<file path="src/rtl/ps2_frame_rx_pkg.sv">
// Shared types and constants for the PS/2 keyboard frame receiver.
// Imported by the receiver top and its line filter.
package ps2_pkg;

  typedef enum logic [1:0] {
    IDLE   = 2'd0,
    DATA   = 2'd1,
    PARITY = 2'd2,
    STOP   = 2'd3
  } ps2_state_e;

  localparam logic [7:0] PS2_BREAK_CODE = 8'hF0;
  localparam logic [7:0] PS2_EXT_CODE   = 8'hE0;

  // True when the eight data bits plus the parity bit hold an odd count of ones.
  function automatic logic odd_parity_ok(input logic [7:0] data, input logic par);
    return ^{data, par};
  endfunction

endpackage

</file>
<file path="src/rtl/ps2_frame_rx_if.sv">
// Bundle of PS/2 pin inputs and scan-code outputs for ps2_frame_rx.
// The keyboard side (master) drives the pins; the receiver (slave) drives the results.
interface ps2_frame_rx_if;

  logic       keyb_clk;
  logic       keyb_data;
  logic [7:0] scan_code;
  logic       scan_ready;
  logic       frame_err;

  modport master (
    output keyb_clk,
    output keyb_data,
    input  scan_code,
    input  scan_ready,
    input  frame_err
  );

  modport slave (
    input  keyb_clk,
    input  keyb_data,
    output scan_code,
    output scan_ready,
    output frame_err
  );

endinterface

</file>
<file path="src/rtl/ps2_frame_rx_line_filter.sv">
// Two-flop synchronizer followed by a deglitch counter for one raw PS/2 line.
// The filtered level idles high and only flips after FILTER_LEN stable opposite samples.
module ps2_line_filter #(
  parameter int FILTER_LEN = 8
) (
  input  logic clk,
  input  logic reset,
  input  logic raw_i,
  output logic filt_o
);

  localparam int CW = $clog2(FILTER_LEN + 1);
  localparam logic [CW-1:0] CNT_FLIP = CW'(FILTER_LEN - 1);

  logic          sync1_q;
  logic          sync2_q;
  logic          filt_q;
  logic [CW-1:0] cnt_q;

  // Synchronize the pin, then count consecutive samples that disagree with the filtered level.
  always_ff @(posedge clk or negedge reset) begin
    if (!reset) begin
      sync1_q <= 1'b1;
      sync2_q <= 1'b1;
      filt_q  <= 1'b1;
      cnt_q   <= '0;
    end else begin
      sync1_q <= raw_i;
      sync2_q <= sync1_q;
      if (sync2_q == filt_q) begin
        cnt_q <= '0;
      end else if (cnt_q >= CNT_FLIP) begin
        filt_q <= sync2_q;
        cnt_q  <= '0;
      end else begin
        cnt_q <= cnt_q + CW'(1);
      end
    end
  end

  assign filt_o = filt_q;

endmodule

</file>
<file path="src/rtl/ps2_frame_rx.sv">
// PS/2 device-to-host frame receiver: filters the pins, assembles 11-bit frames,
// and emits valid bytes with a one-cycle scan_ready strobe. Optional macro: PS2_BREAK_FILTER_EN.
module ps2_frame_rx
  import ps2_pkg::*;
#(
  parameter int FILTER_LEN     = 8,
  parameter int TIMEOUT_CYCLES = 50000
) (
  input  logic           clk,
  input  logic           reset,
  ps2_frame_rx_if.slave  bus
);

  localparam int TW = $clog2(TIMEOUT_CYCLES + 1);
  localparam logic [TW-1:0] TMO_MAX = TW'(TIMEOUT_CYCLES);

  logic          clk_f_s;
  logic          data_f_s;

  logic          clk_prev_q;
  logic          fall_q;
  logic          bit_q;
  ps2_state_e    state_q;
  logic [2:0]    idx_q;
  logic [7:0]    shift_q;
  logic          par_q;
  logic [TW-1:0] tmo_q;
  logic [TW-1:0] tmo_d;
  logic          tmo_hit_s;
  logic [7:0]    scan_code_q;
  logic          scan_ready_q;
  logic          frame_err_q;
`ifdef PS2_BREAK_FILTER_EN
  logic          brk_q;
`endif

  ps2_line_filter #(.FILTER_LEN(FILTER_LEN)) u_clk_filt (
    .clk    (clk),
    .reset  (reset),
    .raw_i  (bus.keyb_clk),
    .filt_o (clk_f_s)
  );

  ps2_line_filter #(.FILTER_LEN(FILTER_LEN)) u_data_filt (
    .clk    (clk),
    .reset  (reset),
    .raw_i  (bus.keyb_data),
    .filt_o (data_f_s)
  );

  // Inter-edge watchdog: held at zero in IDLE and on every edge, saturates at the limit.
  always_comb begin
    tmo_d     = tmo_q;
    tmo_hit_s = 1'b0;
    if (state_q == IDLE || fall_q) begin
      tmo_d = '0;
    end else if (tmo_q != TMO_MAX) begin
      tmo_d     = tmo_q + TW'(1);
      tmo_hit_s = (tmo_q == TMO_MAX - TW'(1));
    end else begin
      tmo_d = tmo_q;
    end
  end

  // Edge detection, frame FSM and registered result strobes.
  always_ff @(posedge clk or negedge reset) begin
    if (!reset) begin
      clk_prev_q   <= 1'b1;
      fall_q       <= 1'b0;
      bit_q        <= 1'b1;
      state_q      <= IDLE;
      idx_q        <= 3'd0;
      shift_q      <= 8'h00;
      par_q        <= 1'b0;
      tmo_q        <= '0;
      scan_code_q  <= 8'h00;
      scan_ready_q <= 1'b0;
      frame_err_q  <= 1'b0;
`ifdef PS2_BREAK_FILTER_EN
      brk_q        <= 1'b0;
`endif
    end else begin
      clk_prev_q   <= clk_f_s;
      fall_q       <= clk_prev_q & ~clk_f_s;
      bit_q        <= data_f_s;
      tmo_q        <= tmo_d;
      scan_ready_q <= 1'b0;
      frame_err_q  <= 1'b0;

      case (state_q)
        IDLE: begin
          // A high start bit is line noise; stay put without flagging it.
          if (fall_q && !bit_q) begin
            state_q <= DATA;
            idx_q   <= 3'd0;
            shift_q <= 8'h00;
          end else begin
            state_q <= IDLE;
          end
        end

        DATA: begin
          if (fall_q) begin
            shift_q[idx_q] <= bit_q;
            idx_q          <= idx_q + 3'd1;
            state_q        <= (idx_q == 3'd7) ? PARITY : DATA;
          end else if (tmo_hit_s) begin
            frame_err_q <= 1'b1;
            shift_q     <= 8'h00;
            state_q     <= IDLE;
`ifdef PS2_BREAK_FILTER_EN
            brk_q       <= 1'b0;
`endif
          end else begin
            state_q <= DATA;
          end
        end

        PARITY: begin
          if (fall_q) begin
            par_q   <= bit_q;
            state_q <= STOP;
          end else if (tmo_hit_s) begin
            frame_err_q <= 1'b1;
            shift_q     <= 8'h00;
            state_q     <= IDLE;
`ifdef PS2_BREAK_FILTER_EN
            brk_q       <= 1'b0;
`endif
          end else begin
            state_q <= PARITY;
          end
        end

        STOP: begin
          if (fall_q) begin
            state_q <= IDLE;
            if (bit_q && odd_parity_ok(shift_q, par_q)) begin
`ifdef PS2_BREAK_FILTER_EN
              // F0 arms the filter; the byte after it is swallowed as the released key.
              if (brk_q) begin
                brk_q <= 1'b0;
              end else if (shift_q == PS2_BREAK_CODE) begin
                brk_q <= 1'b1;
              end else begin
                scan_code_q  <= shift_q;
                scan_ready_q <= 1'b1;
              end
`else
              scan_code_q  <= shift_q;
              scan_ready_q <= 1'b1;
`endif
            end else begin
              frame_err_q <= 1'b1;
`ifdef PS2_BREAK_FILTER_EN
              brk_q       <= 1'b0;
`endif
            end
          end else if (tmo_hit_s) begin
            frame_err_q <= 1'b1;
            shift_q     <= 8'h00;
            state_q     <= IDLE;
`ifdef PS2_BREAK_FILTER_EN
            brk_q       <= 1'b0;
`endif
          end else begin
            state_q <= STOP;
          end
        end

        default: begin
          state_q <= IDLE;
        end
      endcase
    end
  end

  assign bus.scan_code  = scan_code_q;
  assign bus.scan_ready = scan_ready_q;
  assign bus.frame_err  = frame_err_q;

endmodule

</file>
<file path="src/flat_wrapper.sv">
// flat-port wrapper written by rule: the top's interface ports become plain ports
module ps2_frame_rx_flat import ps2_pkg::*;
#(
  parameter int FILTER_LEN     = 8,
  parameter int TIMEOUT_CYCLES = 50000
)
  (clk, reset, bus_keyb_clk, bus_keyb_data, bus_scan_code, bus_scan_ready, bus_frame_err);
  ps2_frame_rx_if bus_i ();
  input  logic clk;
  input  logic reset;
  input wire logic [$bits(bus_i.keyb_clk)-1:0] bus_keyb_clk;
  input wire logic [$bits(bus_i.keyb_data)-1:0] bus_keyb_data;
  output wire logic [$bits(bus_i.scan_code)-1:0] bus_scan_code;
  output wire logic [$bits(bus_i.scan_ready)-1:0] bus_scan_ready;
  output wire logic [$bits(bus_i.frame_err)-1:0] bus_frame_err;
  assign bus_i.keyb_clk = bus_keyb_clk;
  assign bus_i.keyb_data = bus_keyb_data;
  assign bus_scan_code = bus_i.scan_code;
  assign bus_scan_ready = bus_i.scan_ready;
  assign bus_frame_err = bus_i.frame_err;
  ps2_frame_rx #(.FILTER_LEN(FILTER_LEN), .TIMEOUT_CYCLES(TIMEOUT_CYCLES)) u_core (.clk(clk), .reset(reset), .bus(bus_i));
endmodule
</file>
<file path="config.mk">
export PLATFORM = sky130hd
export DESIGN_NAME = ps2_frame_rx_flat
export DESIGN_NICKNAME = d
export VERILOG_FILES = /design/src/rtl/ps2_frame_rx_pkg.sv /design/src/rtl/ps2_frame_rx_if.sv /design/src/rtl/ps2_frame_rx_line_filter.sv /design/src/rtl/ps2_frame_rx.sv /design/src/flat_wrapper.sv
export SDC_FILE = /design/constraint.sdc
export NUM_CORES = 1
export LEC_CHECK = 0
export CAP_MARGIN = 10
export CORE_UTILIZATION = 60
export CTS_BUF_LIST = sky130_fd_sc_hd__clkbuf_8
export CTS_CLUSTER_DIAMETER = 60
export CTS_CLUSTER_SIZE = 12
export DETAILED_ROUTE_END_ITERATION = 12
export GPL_TIMING_DRIVEN = 0
export PLACE_DENSITY = 0.78
export SLEW_MARGIN = 20
export SYNTH_ARGS = -nofsm -noshare
export SYNTH_HDL_FRONTEND = slang
export SYNTH_SLANG_ARGS = --single-unit
</file>
<file path="constraint.sdc">
create_clock -name clk -period 2.85 [get_ports clk]
set_input_delay 0.57 -clock clk [delete_from_list [all_inputs] [get_ports clk]]
set_output_delay 0.57 -clock clk [all_outputs]
set_load 0.05 [all_outputs]
</file>
==> results of run 1 <==
==> synth_stat cells, types with 4 or more instances <==
cell      number  share of area
nand2_1       16          0.021
o21ai_0       11          0.020
nand3_1       10          0.018
nand4_1        5          0.011
nor2_1        34          0.046
dfrtp_1       49           0.44
ha_1          11          0.049
a21oi_1       15          0.027
xnor2_1        9          0.028
and3_1         4         0.0090
nand2b_1       5          0.011
mux2_2        12          0.048
xor2_1        11          0.034
dfstp_2        8          0.075
nor2b_1        8          0.018
inv_1         12          0.016
clkbuf_1       8          0.011
==> final cells by class <==
| cell class | count | area [um^2] |
|---|---|---|
| Multi-Input combinational cell | 188 | 1280 |
| Sequential cell | 57 | 1440 |
| Buffer | 9 | 35.0 |
| Clock inverter | 4 | 42.5 |
| Clock buffer | 12 | 165 |
| Timing Repair Buffer | 13 | 128 |
| Fill cell | 331 | 1220 |
| Tap cell | 52 | 65.1 |
| Inverter | 12 | 45.0 |
==> cell usage in the layout (no fill, tap or decap), types with 3 or more instances in the layout <==
cell type,n
nand4_1,5
nand3_1,10
ha_1,11
clkdlybuf4s50_1,12
a21oi_1,15
clkbuf_8,12
nor2_1,34
or2_2,3
dfrtp_1,49
clkbuf_1,8
nor3b_1,3
nor2b_1,8
inv_1,14
and3_1,4
nand2b_1,5
dfstp_2,8
xnor2_1,9
nand2_1,16
o21ai_0,11
xor2_1,11
mux2_2,12
==> kinds of logic (layout without fill, tap and decap cells) <==
group | count (synthesis) | after routing | share of synthesized area
simple gates | 101 | 101 | 0.188
compound gates | 40 | 40 | 0.0877
fa+ha+maj | 11 | 11 | 0.0492
buf+inv | 21 | 50 | 0.0286
flops | 57 | 57 | 0.514
xor+xnor | 22 | 22 | 0.0765
mux | 14 | 14 | 0.0555
==> state kept, by name (all words and copies together) (netlist names) <==
register                    count
u_core.fall_q                   1
u_core.par_q                    1
u_core.u_clk_filt.sync1_q       1
u_core.bit_q                    1
u_core.state_q                  2
u_core.u_clk_filt.filt_o        1
u_core.u_data_filt.sync1_q      1
u_core.shift_q                  8
u_core.u_data_filt.cnt_q        4
u_core.u_data_filt.filt_o       1
u_core.clk_prev_q               1
u_core.u_clk_filt.sync2_q       1
u_core.tmo_q                   16
u_core.bus.scan_ready           1
u_core.u_data_filt.sync2_q      1
u_core.idx_q                    3
u_core.bus.scan_code            8
u_core.u_clk_filt.cnt_q         4
u_core.bus.frame_err            1
==> power groups by stage <==
stage          Sequential, mW  Clock [mW]  Combinational (mW)
2_1_floorplan           0.958           0               0.301
3_3_place_gp            0.968           0               0.391
3_5_place_dp            0.974           0               0.414
4_1_cts                 0.961       0.782               0.418
5_1_grt                 0.970       0.815               0.476
6_report                0.961       0.770               0.415
==> worst max path at each step <==
stage / end / slack, ns / from
global route: u_core.shift_q[6] / 0.25 / u_core.state_q[0]
floorplan: u_core.shift_q[6] / 0.78 / u_core.state_q[0]
detailed placement: u_core.shift_q[6] / 0.44 / u_core.state_q[0]
CTS: u_core.shift_q[5] / 0.41 / u_core.state_q[0]
global placement: u_core.tmo_q[3] / -0.43 / reset
finish: u_core.shift_q[6] / 0.38 / u_core.state_q[0]
==> metal layers <==
layer | up-vias | wire length, um | GRT usage
met5 | - | 0 | 0
met4 | 0 | 130 | 0.147
met3 | 13 | 125 | 0.0476
met2 | 33 | 2490 | 0.388
met1 | 965 | 2350 | 0.286
li1 | 968 | - | -
==> results.cfg, run 1 <==
[synth]
synth_seq_cells = 57
synth_cells = 266
synth_cell_types = 44
synth_edf_count = 0
syn_area_per_cell_um2 = 10.5
synth-async-reset-ratio = 1.00
syn_area_um2 = 2800
ys_warn_count = 0
synth_ff_type = dfrtp_1
synth_seq_area_share = 0.514
syn_nets = 281

[critical_path]
slowest_delay_ns = 0.38
reg2reg_slack_ns = 0.38
critPathMaxFanout = 8
reg2reg_depth = 8
path_delay_family = compound AO/OA/AOI/OAI gates
r2r_end = u_core.shift_q[6]
crit_slowest_cell = dfrtp_1
cp_data_required_time_ns = 3.03
crit_chain = inv_1 -> ha_1 -> or2_2 -> clkbuf_1 -> or3_1 -> o32a_1 -> o21ai_0 -> o311ai_0
cp.buffers_inverters = 2
cp-start-kind = register
timing.rr.start = u_core.state_q[0]
path_depth = 8
crit_type = reg -> reg
cp.arrival_ns = 2.65
endpoint_kind = register

[timing]
hold_slack_ns = 0.284
fin_crit_ns = 2.47
final-setup-viol-count = 0
worst_pin_slew_ns = 0.688
final-max-slew-violation-count = 0
rsz0062_at_grt = false
clock_skew_ns = 0.00791
hold_viol = 0
fin_setup_tns_ns = 0
setup_ws_ns = 0.382
max_freq_ghz = 0.405
max_slew_margin = 0.541
fin_crit_sh = 0.866

[clock_network]
cts.repair.resized = 0
numCtsBuffers = 9
clk_latency_ns = 0.34
cts.path.max_buffers = 2
ctsHtreeMaxLevel = 3
clkTransAtPathRegs_ns = 0.06
cts_hold_buf = 0
cts.sinks = 57
cts_root_buf = clkbuf_8
cts_tree = done
post_cts_buffers = 0

[cells_and_area]
fin_nets = 305
final_area_um2 = 3200
diodes = 0
area_growth_pct = 14.3
finalNonFillerCells = 347
utilization = 0.724
layout-drive-gt1-share = 0.142

[global_routing]
grt-ovfl-total = 0
grt_max_degree = 58
grt_usage = 0.237
grt_pass1_vias = 2005
grt_first_pass_wirelength_um = 8890
antenna_found_initial = 0

[route]
wl_per_cell_um = 14.7
via_per_inst = 5.70
drcViolationCount = 0
drt_iter0_markers = 132
ant_nets = 0
totalWireLength_um = 5100
firstDrtPassIters = 4
via_count = 1979

[die]
dieHeight_um = 70.3
io_pins = 14
dieArea_um2 = 4940
core_area_um2 = 4410
initial_core_util = 0.633
die_w_um = 70.3
placementRows = 24

[pwr]
max-vdd-ir-drop_mv = 0.452
power.internal_mw = 1.52
pwr_density_cell_nw_per_um2 = 671
seqPwrFrac = 0.448
power_mw = 2.15
cellLeakagePower_nw = 1.45
combPwrFrac = 0.193
switching_share = 0.294
p_clk_frac = 0.359
netSwitchingPower_mw = 0.630

[placed_design]
gp_congestion = 0.879
io_buffer_count = 13
dp_hpwl_um = 3370
place_ws_ns = 0.436
dpl_cell_area_um2 = 2990
dp_cells = 331

[outcome]
status = completed

[hold_path]
hp-class = in -> async

[job]
drv_cap = 0
Power figures use the tool's default switching activity.
==> run 2, diff against run 1 <==
- CTS_CLUSTER_SIZE: 12 -> 10
==> results of run 2 <==
Same layout as run 1: the final DEF is identical, and so are final timing and power.
==> run 3, diff against run 2 <==
- CORE_MARGIN: unset -> 1.5
==> run 3 against run 2 <==
  * Cell count is the same
  * Non-clock buffer count is the same
  * Critical path depth stayed put
  * Clock skew about the same
  * Combinational power about the same
  * Die area rose by 2.9%
  * Sequential power about the same
  * Final area down 1.1%
  * Worst setup slack improved by 0.046 ns
  * First-iteration DRC count rose by 17%
  * Utilization shrank 0.77 points
  * Clock power decreased by 16%
  * Critical endpoint is now u_core.shift_q[5]
  * Largest cell class unchanged
==> results.cfg, run 3 (synthesis gave the netlist of run 1 again) <==
[route]
drt_iter0_markers = 155
met1Wirelength_um = 2250
totalWireLength_um = 5030
wl_per_cell_um = 14.5
firstDrtPassIters = 4
drcViolationCount = 0
via_per_inst = 5.64
routed-wl-met2_um = 2480
via_count = 1956
top_layer_used = met4
met3_length_um = 176
ant_nets = 0

[cells_and_area]
final_common_cell = dfrtp_1
largest-register = u_core.tmo_q
utilization = 0.716
diodes = 0
final_cell_mix = dfrtp_1, nor2_1, nand2_1
largest_reg_flops = 16
layout-drive-gt1-share = 0.142
area_growth_pct = 13.1
final_area_um2 = 3160
fin_nets = 305
finalNonFillerCells = 347

[critical_path]
critPathMaxFanout = 8
crit_type = reg -> reg
endpoint_kind = register
reg2reg_depth = 8
cp-start-kind = register
cp_data_required_time_ns = 3.04
cp.arrival_ns = 2.61

[placed_design]
dp_hpwl_um = 3400
dp_cells = 331
gp_congestion = 0.878
dpl_cell_area_um2 = 2990
place_ws_ns = 0.487
io_buffer_count = 13

[die]
io_pins = 14
placementRows = 24
die_w_um = 71.3
core_area_um2 = 4410
dieArea_um2 = 5080
dieHeight_um = 71.3
initial_core_util = 0.633

[clock_network]
cts.repair.resized = 0
numCtsBuffers = 9
cts_tree = done
cts_root_buf = clkbuf_8
cts.path.max_buffers = 2
clkTransAtPathRegs_ns = 0.06
ctsHtreeMaxLevel = 3
clk_latency_ns = 0.34
cts.sinks = 57
cts_hold_buf = 0
post_cts_buffers = 0

[timing]
rsz0062_at_grt = false
max_freq_ghz = 0.413
max_slew_margin = 0.543
final-setup-viol-count = 0
setup_ws_ns = 0.429
worst_pin_slew_ns = 0.685
fin_setup_tns_ns = 0
clock_skew_ns = 0.00827
final-max-slew-violation-count = 0
hold_viol = 0
fin_crit_sh = 0.850
fin_crit_ns = 2.42

[global_routing]
antenna_found_initial = 0
grt-ovfl-total = 0
grt_max_degree = 58
grt_pass1_vias = 2030
grt_usage = 0.227
grt_first_pass_wirelength_um = 8860

[outcome]
status = completed

[pwr]
pwr_density_cell_nw_per_um2 = 639
max-vdd-ir-drop_mv = 0.430
cellLeakagePower_nw = 1.44

[hold_path]
hp-class = in -> async

[job]
drv_cap = 0
-- run 3: area by class of cell --
cell class,instances,area (um^2)
Clock inverter,5,22.5
Clock buffer,11,151
Buffer,9,35.0
Fill cell,327,1250
Inverter,12,45.0
Multi-Input combinational cell,188,1280
Sequential cell,57,1440
Timing Repair Buffer,13,128
Tap cell,52,65.1
-- run 3: worst paths after layout --
check	start	end	slack, ns
setup reg to reg	u_core.state_q[0]	u_core.shift_q[5]	0.43
max in group asynchronous	reset	u_core.idx_q[2]	2.11
min in group clk	u_core.u_clk_filt.sync1_q	u_core.u_clk_filt.sync2_q	0.36
setup / recovery	u_core.state_q[0]	u_core.shift_q[5]	0.43
hold reg to reg	u_core.u_clk_filt.sync1_q	u_core.u_clk_filt.sync2_q	0.36
hold / removal	reset	u_core.bus.scan_code[2]	0.28
-- run 3: routing by layer --
layer / global-route usage / vias up
li1: - / 960
met1: 0.281 / 955
met2: 0.362 / 33
met3: 0.0549 / 8
met4: 0.136 / 0
met5: 0 / -
-- run 3: per-stage QoR --
stage / hold WS, ns / power [mW]
final: 0.280 / 2.02
after floorplan: 0.274 / 1.26
after detailed placement: 0.348 / 1.39
after global routing: 0.343 / 2.15
after global placement: 0.347 / 1.36
after CTS: 0.303 / 2.04
-- run 3: report_power, final --
part	internal (mW)	switching, mW	leakage [nW]	total (mW)
Clock	0.351	0.296	0.101	0.647
Combinational	0.146	0.266	0.572	0.412
Sequential	0.903	0.0583	0.762	0.961
-- run 3: worst max-delay path, stage by stage, from the launching register on --
cell and delay [ns]:
dfrtp_1 0.37, inv_1 0.09, ha_1 0.27, or2_2 0.29
clkbuf_1 0.19, or3_1 0.36, o32a_1 0.31, o21ai_0 0.23
o311ai_0 0.16
==> edit: new RTL, config.mk and constraints of run 2 <==
Reset style: synchronous (`reset`), changed in 2 clocked blocks.
--- a/src/rtl/ps2_frame_rx_line_filter.sv
+++ b/src/rtl/ps2_frame_rx_line_filter.sv
@@ -20,3 +20,3 @@
   // Synchronize the pin, then count consecutive samples that disagree with the filtered level.
-  always_ff @(posedge clk or negedge reset) begin
+  always_ff @(posedge clk) begin
     if (!reset) begin
--- a/src/rtl/ps2_frame_rx.sv
+++ b/src/rtl/ps2_frame_rx.sv
@@ -65,3 +65,3 @@
   // Edge detection, frame FSM and registered result strobes.
-  always_ff @(posedge clk or negedge reset) begin
+  always_ff @(posedge clk) begin
     if (!reset) begin
Check against the original RTL: no difference found for any inputs over 10 cycles, from zero or initial values and one cycle with reset low; that may be too few to reach the edited logic, so the function may still have changed.
==> edit against run 2 <==
- maximum frequency up 17%
- critical path type unchanged
- design area down 5.8%
- sequential share of layout area down 7.0 points
- synthesized area down 7.0%
- clock skew shrank 0.0015 ns
- non-clock buffer count grew 1
- worst setup slack better by 0.36 ns
- wire length increased by 0.31%
- sequential cell count stayed put
- critical endpoint is now u_core.shift_q[5]$_SDFFE_PN0P_
- highest routed layer unchanged
Power is not compared: it rests on default switching activity, and its combinational part moved more than twofold at a synthesized area within 25%.
==> edit: results <==
set metrics [dict create \
    outcome "complete, no violations" \
    seq_area_sq_um 1140 \
    clock_power_w 0.000830 \
    wl_met1_microns 2320 \
    synth.net_count 313 \
    routed_wl_microns 5120 \
    multi_input_gates 217 \
    synth_compound_area_frac 0.150 \
    drt-initial-drc-count 174 \
    critPathLaunch "u_core.state_q[0]$_SDFF_PN0_" \
    grtUsageMet1 0.286 \
    n_all_inverters 14 \
    ys_seq_area_frac 0.439 \
    clock_area_frac 0.0723 \
    clock-skew-final_ns 0.00638 \
    met2_length_microns 2540 \
    synthAdderAreaFrac 0.0529 \
    hold_start "u_core.u_clk_filt.sync1_q$_SDFF_PN1_" \
    place_congestion 0.807 \
    grtUsageMet3 0.0983 \
    synthMuxAreaShare 0.0202 \
    fin_util 0.737 \
    cpLargestDelayFamily "compound AO/OA/AOI/OAI gates" \
    place_ws_ns 0.579 \
    grt_first_pass_wirelength_microns 8520 \
    drive_gt1_frac 0.0706 \
    avgSynthCellArea_sq_um 8.72 \
    first_global_vias 1952 \
    r2r_start "u_core.state_q[0]$_SDFF_PN0_" \
    synthArstFlopShare 0 \
    portBuffers 13 \
    buffers 23 \
    wl_per_cell_microns 13.6 \
    multi_input_area_share 0.450 \
    dp.final_hpwl_microns 3570 \
    clkSlewWorstSetupHoldPaths_ns 0.06 \
    synth_cell_type_count 41 \
    synth-xor-area-share 0.0751 \
    dp.cells 361 \
    met2_usage 0.420 \
    fin_nets 337 \
    cpPeakStageDelay_ns 0.52 \
    cp.arrival_ns 2.38 \
    grt_start_max_net_pins 11 \
    met3_length_microns 172 \
    yosys-top-cells-count "57 x dfxtp_1, 32 x nor2_1, 25 x o21ai_0" \
    maxSlewHeadroom 0.511 \
    synthTopCellsByArea "dfxtp_1 44%, ha_1 5.3%, o21ai_0 4.8%" \
    crit_fanout 10 \
    nonClkBufAreaFrac 0.0603 \
    min_path_type "reg -> reg" \
    synth_area_sq_um 2600 \
    placed_area_sq_um 2790 \
    slowest_stage "nor3_1" \
    grt.total_usage 0.256 \
    fill_cells 321 \
    vias_per_cell 5.66 \
    clkbuf_count 10 \
]
-- edit: cell count changes after synthesis, sizes merged, moves of 4 or more --
cell           run 2  this run
dfxtp              0        57
dfrtp             49         0
o21ai             11        27
mux2              12         0
a21oi             15        24
nand3             10        19
dfstp              8         0
buf                1         6
nor2b              8        13
a22oi              2         6
clkbuf             8         4
nand2             16        20
or3                1         5
-- edit: path summary, 6_finish.rpt --
| kind | slack [ns] | cells after the start | end |
|---|---|---|---|
| setup / recovery | 0.74 | 7 | u_core.shift_q[5]$_SDFFE_PN0P_ |
| hold / removal | 0.42 | 1 | u_core.u_clk_filt.sync2_q$_SDFF_PN1_ |
| setup reg to reg | 0.74 | 7 | u_core.shift_q[5]$_SDFFE_PN0P_ |
| hold reg to reg | 0.42 | 1 | u_core.u_clk_filt.sync2_q$_SDFF_PN1_ |
